--- config.mk ---
export PLATFORM = sky130hd
export DESIGN_NAME = sram_axi_lite_arbiter_flat
export DESIGN_NICKNAME = d
export VERILOG_FILES = /design/src/rtl/sram_axi_lite_arbiter_if.sv /design/src/rtl/sram_axi_lite_arbiter.sv /design/src/flat_wrapper.sv
export SDC_FILE = /design/constraint.sdc
export NUM_CORES = 1
export LEC_CHECK = 0
export CAP_MARGIN = 20
export CORE_MARGIN = 2
export CORE_UTILIZATION = 34
export CTS_CLUSTER_SIZE = 16
export DETAILED_ROUTE_END_ITERATION = 10
export MAX_ROUTING_LAYER = met4
export PLACE_DENSITY = 0.78
export SYNTH_ARGS = -nofsm -noshare
export SYNTH_HDL_FRONTEND = slang
export SYNTH_SLANG_ARGS = --single-unit
--- constraint.sdc ---
create_clock -name clk -period 1.7 [get_ports clk]
set_clock_uncertainty 0.05 [all_clocks]
set_input_delay 0.34 -clock clk [delete_from_list [all_inputs] [get_ports clk]]
set_output_delay 0.34 -clock clk [all_outputs]
set_load 0.01 [all_outputs]
--- src/rtl/sram_axi_lite_arbiter_if.sv ---
// Bus bundle for sram_axi_lite_arbiter: the N requester-side SRAM-style ports
// plus the single AXI4-Lite master channel set.
// The modports are named from the requester side:
//   - slave:  the arbiter's view (it serves the requesters and drives AXI).
//   - master: the view of the requesters and the AXI memory model.
interface sram_axi_lite_arbiter_if #(
  parameter int NUM_PORTS = 2,
  parameter int ADDR_W    = 32,
  parameter int DATA_W    = 32
);
  localparam int STRB_W = DATA_W / 8;

  // Requester side
  logic [NUM_PORTS*ADDR_W-1:0] port_addr;
  logic [NUM_PORTS-1:0]        port_ce;
  logic [NUM_PORTS-1:0]        port_we;
  logic [NUM_PORTS*DATA_W-1:0] port_wdata;
  logic [NUM_PORTS*STRB_W-1:0] port_wmask;
  logic [NUM_PORTS-1:0]        port_flush;
  logic [DATA_W-1:0]           port_rdata;
  logic [NUM_PORTS-1:0]        port_rdata_valid;
  logic [NUM_PORTS-1:0]        port_write_finish;
  logic [1:0]                  port_bresp;

  // AXI4-Lite side
  logic              ar_valid;
  logic              ar_ready;
  logic [ADDR_W-1:0] ar_addr;
  logic [2:0]        ar_prot;
  logic              aw_valid;
  logic              aw_ready;
  logic [ADDR_W-1:0] aw_addr;
  logic [2:0]        aw_prot;
  logic              rd_valid;
  logic              rd_ready;
  logic [DATA_W-1:0] rd_data;
  logic              wd_valid;
  logic              wd_ready;
  logic [DATA_W-1:0] wd_data;
  logic [STRB_W-1:0] wstrb;
  logic              wr_valid;
  logic              wr_ready;
  logic [1:0]        wr_breap;

  modport slave (
    input  port_addr, port_ce, port_we, port_wdata, port_wmask, port_flush,
    output port_rdata, port_rdata_valid, port_write_finish, port_bresp,
    output ar_valid, ar_addr, ar_prot, aw_valid, aw_addr, aw_prot,
    output rd_ready, wd_valid, wd_data, wstrb, wr_ready,
    input  ar_ready, aw_ready, rd_valid, rd_data, wd_ready, wr_valid, wr_breap
  );

  modport master (
    output port_addr, port_ce, port_we, port_wdata, port_wmask, port_flush,
    input  port_rdata, port_rdata_valid, port_write_finish, port_bresp,
    input  ar_valid, ar_addr, ar_prot, aw_valid, aw_addr, aw_prot,
    input  rd_ready, wd_valid, wd_data, wstrb, wr_ready,
    output ar_ready, aw_ready, rd_valid, rd_data, wd_ready, wr_valid, wr_breap
  );
endinterface

--- src/rtl/sram_axi_lite_arbiter.sv ---
// N-port SRAM-style requester to single AXI4-Lite memory bridge.
// One transaction outstanding at a time; read returns can be discarded per
// port (flush); write responses are reported with the completion pulse.
// Optional build macro ARB_FIXED_PRIO_EN: when defined, the lowest requesting
// index always wins and the round-robin pointer is removed; otherwise the
// first requester at or after the round-robin pointer is granted.
module sram_axi_lite_arbiter #(
  parameter int NUM_PORTS = 2,
  parameter int ADDR_W    = 32,
  parameter int DATA_W    = 32
) (
  input  logic                    clk,
  input  logic                    reset,
  sram_axi_lite_arbiter_if.slave  bus
);
  localparam int STRB_W = DATA_W / 8;
  localparam int IDX_W  = (NUM_PORTS > 1) ? $clog2(NUM_PORTS) : 1;

  typedef enum logic [2:0] {
    S_IDLE,
    S_AR,
    S_R,
    S_AW_W,
    S_B
  } state_t;

  state_t               state_q, state_d;
  logic [IDX_W-1:0]     gnt_q, gnt_d;
  logic [ADDR_W-1:0]    addr_q, addr_d;
  logic                 we_q, we_d;
  logic [DATA_W-1:0]    wdata_q, wdata_d;
  logic [STRB_W-1:0]    wmask_q, wmask_d;
  logic                 discard_q, discard_d;
  logic                 aw_done_q, aw_done_d;
  logic                 w_done_q, w_done_d;
  logic [DATA_W-1:0]    rdata_q, rdata_d;
  logic [1:0]           bresp_q, bresp_d;
  logic [NUM_PORTS-1:0] rvld_q, rvld_d;
  logic [NUM_PORTS-1:0] wfin_q, wfin_d;
`ifndef ARB_FIXED_PRIO_EN
  logic [IDX_W-1:0]     rr_q, rr_d;
`endif

  // Arbitration and per-port selection results
  logic                 req_any;
  logic [IDX_W-1:0]     req_idx;
  logic [ADDR_W-1:0]    sel_addr;
  logic                 sel_we;
  logic [DATA_W-1:0]    sel_wdata;
  logic [STRB_W-1:0]    sel_wmask;
  logic                 sel_flush;
  logic                 gnt_flush;
  logic [NUM_PORTS-1:0] gnt_oh;
  logic [IDX_W-1:0]     gnt_next;

  // AXI handshake outputs decoded from the state
  logic ar_valid_c, aw_valid_c, wd_valid_c, rd_ready_c, wr_ready_c;

  // Pick the winning requester; round-robin scans from the pointer first and
  // then falls back to the lowest index, which wraps the search.
  always_comb begin
    req_any = 1'b0;
    req_idx = '0;
`ifndef ARB_FIXED_PRIO_EN
    for (int i = 0; i < NUM_PORTS; i++) begin
      if (!req_any && bus.port_ce[i] && (IDX_W'(i) >= rr_q)) begin
        req_any = 1'b1;
        req_idx = IDX_W'(i);
      end
    end
`endif
    for (int i = 0; i < NUM_PORTS; i++) begin
      if (!req_any && bus.port_ce[i]) begin
        req_any = 1'b1;
        req_idx = IDX_W'(i);
      end
    end
  end

  // Mux the request fields of the winner and decode the current grant.
  always_comb begin
    sel_addr  = '0;
    sel_we    = 1'b0;
    sel_wdata = '0;
    sel_wmask = '0;
    sel_flush = 1'b0;
    gnt_flush = 1'b0;
    gnt_oh    = '0;
    for (int i = 0; i < NUM_PORTS; i++) begin
      if (IDX_W'(i) == req_idx) begin
        sel_addr  = bus.port_addr[i*ADDR_W +: ADDR_W];
        sel_we    = bus.port_we[i];
        sel_wdata = bus.port_wdata[i*DATA_W +: DATA_W];
        sel_wmask = bus.port_wmask[i*STRB_W +: STRB_W];
        sel_flush = bus.port_flush[i];
      end
      if (IDX_W'(i) == gnt_q) begin
        gnt_flush = bus.port_flush[i];
        gnt_oh[i] = 1'b1;
      end
    end
    gnt_next = (gnt_q == IDX_W'(NUM_PORTS - 1)) ? '0 : gnt_q + 1'b1;
  end

  // Transaction FSM: next state, latched request, completion pulses.
  always_comb begin
    state_d    = state_q;
    gnt_d      = gnt_q;
    addr_d     = addr_q;
    we_d       = we_q;
    wdata_d    = wdata_q;
    wmask_d    = wmask_q;
    discard_d  = discard_q;
    aw_done_d  = aw_done_q;
    w_done_d   = w_done_q;
    rdata_d    = rdata_q;
    bresp_d    = bresp_q;
    rvld_d     = '0;
    wfin_d     = '0;
`ifndef ARB_FIXED_PRIO_EN
    rr_d       = rr_q;
`endif
    ar_valid_c = 1'b0;
    aw_valid_c = 1'b0;
    wd_valid_c = 1'b0;
    rd_ready_c = 1'b0;
    wr_ready_c = 1'b0;

    case (state_q)
      S_IDLE: begin
        if (req_any) begin
          gnt_d     = req_idx;
          addr_d    = sel_addr;
          we_d      = sel_we;
          wdata_d   = sel_wdata;
          wmask_d   = sel_wmask;
          // A flush raised in the grant cycle already counts for a read.
          discard_d = sel_flush & ~sel_we;
          aw_done_d = 1'b0;
          w_done_d  = 1'b0;
          state_d   = sel_we ? S_AW_W : S_AR;
        end
      end
      S_AR: begin
        ar_valid_c = 1'b1;
        if (gnt_flush) discard_d = 1'b1;
        if (bus.ar_ready) state_d = S_R;
      end
      S_R: begin
        rd_ready_c = 1'b1;
        if (gnt_flush) discard_d = 1'b1;
        if (bus.rd_valid) begin
          // Data is always captured; only the valid pulse is suppressed.
          rdata_d = bus.rd_data;
          if (!(discard_q || gnt_flush)) rvld_d = gnt_oh;
          state_d = S_IDLE;
`ifndef ARB_FIXED_PRIO_EN
          rr_d    = gnt_next;
`endif
        end
      end
      S_AW_W: begin
        aw_valid_c = ~aw_done_q;
        wd_valid_c = ~w_done_q;
        aw_done_d  = aw_done_q | bus.aw_ready;
        w_done_d   = w_done_q | bus.wd_ready;
        if (aw_done_d && w_done_d) state_d = S_B;
      end
      S_B: begin
        wr_ready_c = 1'b1;
        if (bus.wr_valid) begin
          // An error response still completes the write.
          bresp_d = bus.wr_breap;
          wfin_d  = gnt_oh;
          state_d = S_IDLE;
`ifndef ARB_FIXED_PRIO_EN
          rr_d    = gnt_next;
`endif
        end
      end
      default: state_d = S_IDLE;
    endcase
  end

  // State and datapath registers; reset abandons any transaction silently.
  always_ff @(posedge clk or negedge reset) begin
    if (!reset) begin
      state_q   <= S_IDLE;
      gnt_q     <= '0;
      addr_q    <= '0;
      we_q      <= 1'b0;
      wdata_q   <= '0;
      wmask_q   <= '0;
      discard_q <= 1'b0;
      aw_done_q <= 1'b0;
      w_done_q  <= 1'b0;
      rdata_q   <= '0;
      bresp_q   <= '0;
      rvld_q    <= '0;
      wfin_q    <= '0;
`ifndef ARB_FIXED_PRIO_EN
      rr_q      <= '0;
`endif
    end else begin
      state_q   <= state_d;
      gnt_q     <= gnt_d;
      addr_q    <= addr_d;
      we_q      <= we_d;
      wdata_q   <= wdata_d;
      wmask_q   <= wmask_d;
      discard_q <= discard_d;
      aw_done_q <= aw_done_d;
      w_done_q  <= w_done_d;
      rdata_q   <= rdata_d;
      bresp_q   <= bresp_d;
      rvld_q    <= rvld_d;
      wfin_q    <= wfin_d;
`ifndef ARB_FIXED_PRIO_EN
      rr_q      <= rr_d;
`endif
    end
  end

  assign bus.ar_valid          = ar_valid_c;
  assign bus.ar_addr           = addr_q;
  assign bus.ar_prot           = 3'b000;
  assign bus.aw_valid          = aw_valid_c;
  assign bus.aw_addr           = addr_q;
  assign bus.aw_prot           = 3'b000;
  assign bus.rd_ready          = rd_ready_c;
  assign bus.wd_valid          = wd_valid_c;
  assign bus.wd_data           = wdata_q;
  assign bus.wstrb             = wmask_q;
  assign bus.wr_ready          = wr_ready_c;
  assign bus.port_rdata        = rdata_q;
  assign bus.port_rdata_valid  = rvld_q;
  assign bus.port_write_finish = wfin_q;
  assign bus.port_bresp        = bresp_q;

endmodule
--- src/flat_wrapper.sv ---
// flat-port wrapper written by rule: the top's interface ports become plain ports
module sram_axi_lite_arbiter_flat 
#(
  parameter int NUM_PORTS = 2,
  parameter int ADDR_W    = 32,
  parameter int DATA_W    = 32
)
  (clk, reset, bus_port_addr, bus_port_ce, bus_port_we, bus_port_wdata, bus_port_wmask, bus_port_flush, bus_port_rdata, bus_port_rdata_valid, bus_port_write_finish, bus_port_bresp, bus_ar_valid, bus_ar_addr, bus_ar_prot, bus_aw_valid, bus_aw_addr, bus_aw_prot, bus_rd_ready, bus_wd_valid, bus_wd_data, bus_wstrb, bus_wr_ready, bus_ar_ready, bus_aw_ready, bus_rd_valid, bus_rd_data, bus_wd_ready, bus_wr_valid, bus_wr_breap);
  sram_axi_lite_arbiter_if #(.NUM_PORTS(NUM_PORTS), .ADDR_W(ADDR_W), .DATA_W(DATA_W)) bus_i ();
  input  logic clk;
  input  logic reset;
  input wire logic [$bits(bus_i.port_addr)-1:0] bus_port_addr;
  input wire logic [$bits(bus_i.port_ce)-1:0] bus_port_ce;
  input wire logic [$bits(bus_i.port_we)-1:0] bus_port_we;
  input wire logic [$bits(bus_i.port_wdata)-1:0] bus_port_wdata;
  input wire logic [$bits(bus_i.port_wmask)-1:0] bus_port_wmask;
  input wire logic [$bits(bus_i.port_flush)-1:0] bus_port_flush;
  output wire logic [$bits(bus_i.port_rdata)-1:0] bus_port_rdata;
  output wire logic [$bits(bus_i.port_rdata_valid)-1:0] bus_port_rdata_valid;
  output wire logic [$bits(bus_i.port_write_finish)-1:0] bus_port_write_finish;
  output wire logic [$bits(bus_i.port_bresp)-1:0] bus_port_bresp;
  output wire logic [$bits(bus_i.ar_valid)-1:0] bus_ar_valid;
  output wire logic [$bits(bus_i.ar_addr)-1:0] bus_ar_addr;
  output wire logic [$bits(bus_i.ar_prot)-1:0] bus_ar_prot;
  output wire logic [$bits(bus_i.aw_valid)-1:0] bus_aw_valid;
  output wire logic [$bits(bus_i.aw_addr)-1:0] bus_aw_addr;
  output wire logic [$bits(bus_i.aw_prot)-1:0] bus_aw_prot;
  output wire logic [$bits(bus_i.rd_ready)-1:0] bus_rd_ready;
  output wire logic [$bits(bus_i.wd_valid)-1:0] bus_wd_valid;
  output wire logic [$bits(bus_i.wd_data)-1:0] bus_wd_data;
  output wire logic [$bits(bus_i.wstrb)-1:0] bus_wstrb;
  output wire logic [$bits(bus_i.wr_ready)-1:0] bus_wr_ready;
  input wire logic [$bits(bus_i.ar_ready)-1:0] bus_ar_ready;
  input wire logic [$bits(bus_i.aw_ready)-1:0] bus_aw_ready;
  input wire logic [$bits(bus_i.rd_valid)-1:0] bus_rd_valid;
  input wire logic [$bits(bus_i.rd_data)-1:0] bus_rd_data;
  input wire logic [$bits(bus_i.wd_ready)-1:0] bus_wd_ready;
  input wire logic [$bits(bus_i.wr_valid)-1:0] bus_wr_valid;
  input wire logic [$bits(bus_i.wr_breap)-1:0] bus_wr_breap;
  assign bus_i.port_addr = bus_port_addr;
  assign bus_i.port_ce = bus_port_ce;
  assign bus_i.port_we = bus_port_we;
  assign bus_i.port_wdata = bus_port_wdata;
  assign bus_i.port_wmask = bus_port_wmask;
  assign bus_i.port_flush = bus_port_flush;
  assign bus_port_rdata = bus_i.port_rdata;
  assign bus_port_rdata_valid = bus_i.port_rdata_valid;
  assign bus_port_write_finish = bus_i.port_write_finish;
  assign bus_port_bresp = bus_i.port_bresp;
  assign bus_ar_valid = bus_i.ar_valid;
  assign bus_ar_addr = bus_i.ar_addr;
  assign bus_ar_prot = bus_i.ar_prot;
  assign bus_aw_valid = bus_i.aw_valid;
  assign bus_aw_addr = bus_i.aw_addr;
  assign bus_aw_prot = bus_i.aw_prot;
  assign bus_rd_ready = bus_i.rd_ready;
  assign bus_wd_valid = bus_i.wd_valid;
  assign bus_wd_data = bus_i.wd_data;
  assign bus_wstrb = bus_i.wstrb;
  assign bus_wr_ready = bus_i.wr_ready;
  assign bus_i.ar_ready = bus_ar_ready;
  assign bus_i.aw_ready = bus_aw_ready;
  assign bus_i.rd_valid = bus_rd_valid;
  assign bus_i.rd_data = bus_rd_data;
  assign bus_i.wd_ready = bus_wd_ready;
  assign bus_i.wr_valid = bus_wr_valid;
  assign bus_i.wr_breap = bus_wr_breap;
  sram_axi_lite_arbiter #(.NUM_PORTS(NUM_PORTS), .ADDR_W(ADDR_W), .DATA_W(DATA_W)) u_core (.clk(clk), .reset(reset), .bus(bus_i));
endmodule
### Word level (Yosys, flattened, before mapping)

Index checks and enable logic that the tools add are counted.

* add/subtract/negate cells: 1
* magnitude comparators: 2
* equal/unequal tests: 10
* muxes and demuxes: 42
* bitwise gates (word level): 6
* reductions and logical operators: 22

Operator list (number)
* 2-to-1 mux 32 bit: 2
* 2-to-1 mux 1 bit: 23
* 2-to-1 mux 3 bit: 5
* case mux 3 bit (5 select lines): 1
* 2-to-1 mux 2 bit: 6
* case mux 1 bit (2 select lines): 4
* AND reduction 2 bit: 4
* == test 3 x 2 -> 1 bit, second input constant: 2
* logical AND 1 bit: 6
* != test 2 x 1 -> 1 bit, second input constant: 3
* != test 2 bit, second input constant: 3
* AND reduction 3 bit: 2
* nonzero test 2 bit: 3
* AND reduction 5 bit: 1
* 2-to-1 mux 4 bit: 1
* == test 3 x 1 -> 1 bit, second input constant: 1
* == test 3 bit, second input constant: 1
* logical NOT 1 bit: 3
* logical NOT 3 bit: 1
* NOT 1 bit: 3
* greater-or-equal comparator 1 bit, first input constant: 2
* bitwise OR 1 bit: 2
* OR reduction 2 bit: 1
* adder 1 bit, second input constant: 1
* 2 further kinds: 2

* flip-flop bits (word level): 114
* bits of input ports: 183
* output and inout bits: 149
* word-level logic and storage cells: 96

### Depth between registers and ports, before layout

Gate-level depths: netlist (run 1).

* depth in word-level cells: 18
* gate-level depth with buffers: 8
* gate-level depth less buffers: 5

### Least setup slack after synthesis (run 1)

Ideal clock, no wire load.

* path kind: register to register
* from: register u_core.state_q[1]
* to: register u_core.state_q[1]
* arrival: 1.551 ns
* data required time: 1.523 ns
* slack: -0.029 ns
* cell stages (with the launch flop): 6
* buffers on the path: 1
* cell sequence: dfrtp_1 -> buf_4 -> or3b_1 -> o22a_1 -> nand3_2 -> mux2_1

* longest elaborated chain between the ends: 3

RTL lines
* start: declaration: line sram_axi_lite_arbiter.sv:27 `state_t state_q, state_d;`
* start signal: assignment: line sram_axi_lite_arbiter.sv:205 `state_q <= state_d;`
* == test 3 x 2 -> 1 bit, or another cell as far along: line sram_axi_lite_arbiter.sv:129 `case (state_q)`
* != test 2 x 1 -> 1 bit (no source line) or != test 2 bit (tied branches)
* AND reduction 5 bit (no source line)

Parallel ways exist; a longest one is shown, timed or not.
A chain may end at the register's enable or synchronous reset.

### Worst setup path in the final report (run 1)

* from: register u_core.state_q[0]
* to: output port bus_rd_ready

* longest elaborated chain between the ends: 2

RTL lines
* == test 3 x 2 -> 1 bit: line sram_axi_lite_arbiter.sv:129
* 2-to-1 mux 1 bit: line sram_axi_lite_arbiter.sv:129
* end: declaration: line flat_wrapper.sv:28 `output wire logic [$bits(bus_i.rd_ready)-1:0] bus_rd_ready;`

No other way between the ends.

==> results of run 1 <==
-- cells by family (layout without fill, tap and decap cells) --
| family | Yosys count | after routing | share of synthesized area [%] |
|---|---|---|---|
| mux | 72 | 72 | 13.68 |
| buf+inv | 74 | 398 | 9.005 |
| xor+xnor | 1 | 1 | 0.1655 |
| other cells | 1 | 6 | 0.07084 |
| simple gates | 196 | 196 | 15.03 |
| flops | 114 | 114 | 53.89 |
| compound gates | 83 | 83 | 8.154 |
-- per-stage QoR --
step / cell area (sq um) / power (mW)
after global placement: 8661 / 12.28
after CTS: 9209 / 15.41
after global routing: 9254 / 16.29
final: 9254 / 15.24
after detailed placement: 8661 / 12.43
after floorplan: 5315 / 8.352
-- flip-flops by register name (all words and copies together) (netlist names) --
register and flops:
u_core.aw_done_q 1, u_core.bus.ar_addr 32, u_core.bus.port_bresp 2, u_core.bus.port_rdata 32, u_core.bus.port_rdata_valid 2, u_core.bus.port_write_finish 2
u_core.bus.wd_data 32, u_core.bus.wstrb 4, u_core.discard_q 1, u_core.gnt_q 1, u_core.rr_q 1, u_core.state_q 3
u_core.w_done_q 1
-- worst reg2reg max path: cells and delay by family, from the launching register on --
kind	cells	cell delay (ps)
AOI/OAI and AO/OA	1	210
DFF	1	400
and+or+nand+nor	2	530
muxes	1	300
buffers and inverters	1	160
-- repair_timing --
| item | CTS | global route |
|---|---|---|
| setup endpoints to repair | 131 | 29 |
| pin swaps | 6 | 3 |
| buffers inserted | 8 | 1 |
| resized for setup | 153 | 15 |
| hold endpoints to repair | 114 | 0 |
| hold buffers | 1 | 0 |
-- routing by layer --
layer  wire (um)  track usage [%]  vias to the layer above
li1            -                -                     2378
met1        6690            24.17                     2225
met2        8560            34.27                      235
met3        1272            5.780                       30
met4         352            8.568                        0
met5           0                -                        -
-- power by group through the flow --
stage / combinational (mW) / clock (mW) / sequential [mW]
detailed placement: 7.60 / 0 / 4.84
finish: 6.76 / 3.74 / 4.75
CTS: 6.85 / 3.81 / 4.76
floorplan: 3.10 / 0 / 5.26
global placement: 7.49 / 0 / 4.80
global route: 7.45 / 3.94 / 4.91
-- area by class of cell --
cell class | instances | share of cell area, %
repair buffers | 362 | 37.84
clock buffers | 23 | 5.381
inverters | 4 | 0.1622
clock inverters | 9 | 1.366
flip-flops and latches | 114 | 30.83
multi-input cells | 358 | 21.88
well taps | 188 | 2.542
-- worst paths after layout --
check                      cells after the start                       from  slack, ps                         to
min                                            3             bus_rd_data[1]        400   u_core.bus.port_rdata[1]
max                                            3          u_core.state_q[0]       -130               bus_rd_ready
max reg2reg                                    5          u_core.state_q[0]        -50          u_core.state_q[1]
min in group asynchronous                      3                      reset        420  u_core.bus.port_rdata[24]
max in group asynchronous                      3                      reset        880     u_core.bus.ar_addr[21]
min reg2reg                                    2  u_core.bus.port_rdata[14]        410  u_core.bus.port_rdata[14]
-- cell usage after synthesis (2+ instances only) --
master | instances | area [sq um]
buf_4 | 41 | 307.8
clkbuf_1 | 10 | 37.54
o21ai_0 | 70 | 350.3
o22ai_1 | 2 | 12.51
nor2_1 | 8 | 30.03
nand2b_1 | 2 | 12.51
mux2i_1 | 69 | 690.7
mux2_1 | 3 | 33.78
a31oi_1 | 2 | 12.51
inv_1 | 2 | 7.510
inv_2 | 2 | 7.510
and2_1 | 2 | 12.51
or3b_1 | 2 | 17.52
nand2_1 | 171 | 641.9
buf_2 | 15 | 75.07
a21oi_1 | 5 | 25.02
dfrtp_1 | 114 | 2853
buf_6 | 3 | 33.78
==> results by group, run 1 <==
Status
  – Status: finished with violations
  – Failing checks: setup timing

Timing
  – Setup Viol. Count Final: 7
  – Worst Setup Slack, final: -129.4 ps
  – Fin Setup TNS: -600.9 ps
  – Final worst path period share: 107.6%
  – Slew Viols, Final: 0
  – RSZ-0062 raised after global routing: yes
  – Crit path time final: 1829 ps
  – Fmax: 0.5466 GHz
  – Fin. Hold Viols: 0
  – Hold WS: 404.1 ps

Final layout
  – Area occupied by registers: 2853 sq um
  – Share of layout cells above drive strength 1: 9.655%
  – Core Util, Final: 60.87%
  – ANT cells: 0
  – Most common cell after layout, fill and taps aside: clkdlybuf4s50_1
  – Final-stage net count: 1040
  – Area Overhead vs Synth: 74.81%
  – Layout Cells excl Fill: 1058
  – Most frequent cells in the layout: 181 x clkdlybuf4s50_1, 170 x nand2_1, 125 x dlygate4sd2_1
  – Multi-input gate area: 2024 sq um
  – FILL cells: 1327

Place
  – Worst slack, placed: -242.4 ps
  – Inst Count DP: 1016
  – Buffers on Ports: 325
  – HPWL after detailed placement: 12.58 mm
  – Gp weighted congestion: 0.7921

Run
  – Max-cap violations: 0

Clock network
  – CTS tree: yes
  – CTS Buf Count: 17
  – Root buffer cell: clkbuf_16
  – Worst-Skew Late Latency: 410 ps
  – Clock-pin slew on the worst setup and hold paths: 60 ps
  – CTS sink cnt: 114
  – CTS max path bufs: 2
  – CTS H-Tree Depth: 4

Routing
  – Total number of vias: 4868
  – WL final: 16.87 mm
  – Avg WL per Cell: 15.95 um
  – Via-to-Cell Ratio: 4.601
  – DRC: 0
  – Routed Antenna Nets: 0
  – Initial drt markers: 191
  – Number of iterations in the first detailed-routing pass: 4

Floorplanning
  – I/O pin count: 332
  – Die ar.: 16580 sq um
  – Die Width: 128.8 um
  – Die Height: 128.8 um
  – Initial Utilization: 34.82%
  – Row Count: 45
  – Core area: 15200 sq um

Yosys
  – Post-Syn Instances: 541
  – Avg Cell Area, Syn: 9.785 sq um
  – #FFs+latches synth: 114
  – Async SR Flop Fraction: 100.0%
  – Sequential fraction of the synthesis area: 53.89%
  – Unique masters post-synth: 36
  – Post-Syn Area: 5294 sq um
  – Synth Warn #: 0
  – Post-synth top flop: dfrtp_1
  – Number of synthesized flops with an enable pin: 0

Critical path
  – Crit end category: output port
  – CP max stage cell: or3b_1
  – CP peak stage delay: 430 ps
  – Crit path buffers/inverters: 2
  – Largest fanout on the critical path: 3
  – Worst path cell trace: or3b_1 -> inv_2 -> buf_6
  – Setup crit start kind: flip-flop
  – Critical path data required time: 1310 ps
  – Setup Crit Path Kind: flip-flop to output port
  – Crit path DAT: 1440 ps
  – Family with the most delay on the worst path: simple AND/OR/NAND/NOR gates

Power and ir drop
  – Sw Ratio: 35.77%
  – Leak: 4.842 nW
  – Worst vdd ir: 889.2 uV
  – Power density over the cells: 1647 nW/um^2
  – Clock share of power: 24.5%
  – Flop pwr share: 31.1%
  – Power Internal: 9.790 mW
  – Net Sw Power: 5.452 mW
  – Logic pwr share: 44.3%

Global routing
  – Antenna violations before repair: 0
  – First-pass GRT wire length: 25.65 mm
  – Largest net degree at the start of global routing: 89
  – Grt total ovfl: 0
  – Global Route Usage Sum: 20.87%
  – Number of global-route vias before repair: 4895

Hold path
  – HP Class: primary input to flip-flop
(Power assumes the default switching activity.)
==> run 2, diff against run 1 <==
--- a/config.mk
+++ b/config.mk
@@ -8,7 +8,7 @@
 export CAP_MARGIN = 20
 export CORE_MARGIN = 2
 export CORE_UTILIZATION = 34
-export CTS_CLUSTER_SIZE = 16
+export CTS_CLUSTER_SIZE = 14
 export DETAILED_ROUTE_END_ITERATION = 10
 export MAX_ROUTING_LAYER = met4
 export PLACE_DENSITY = 0.78
==> results of run 2 <==
The final DEF is identical to that of run 1; final timing and power are the same.
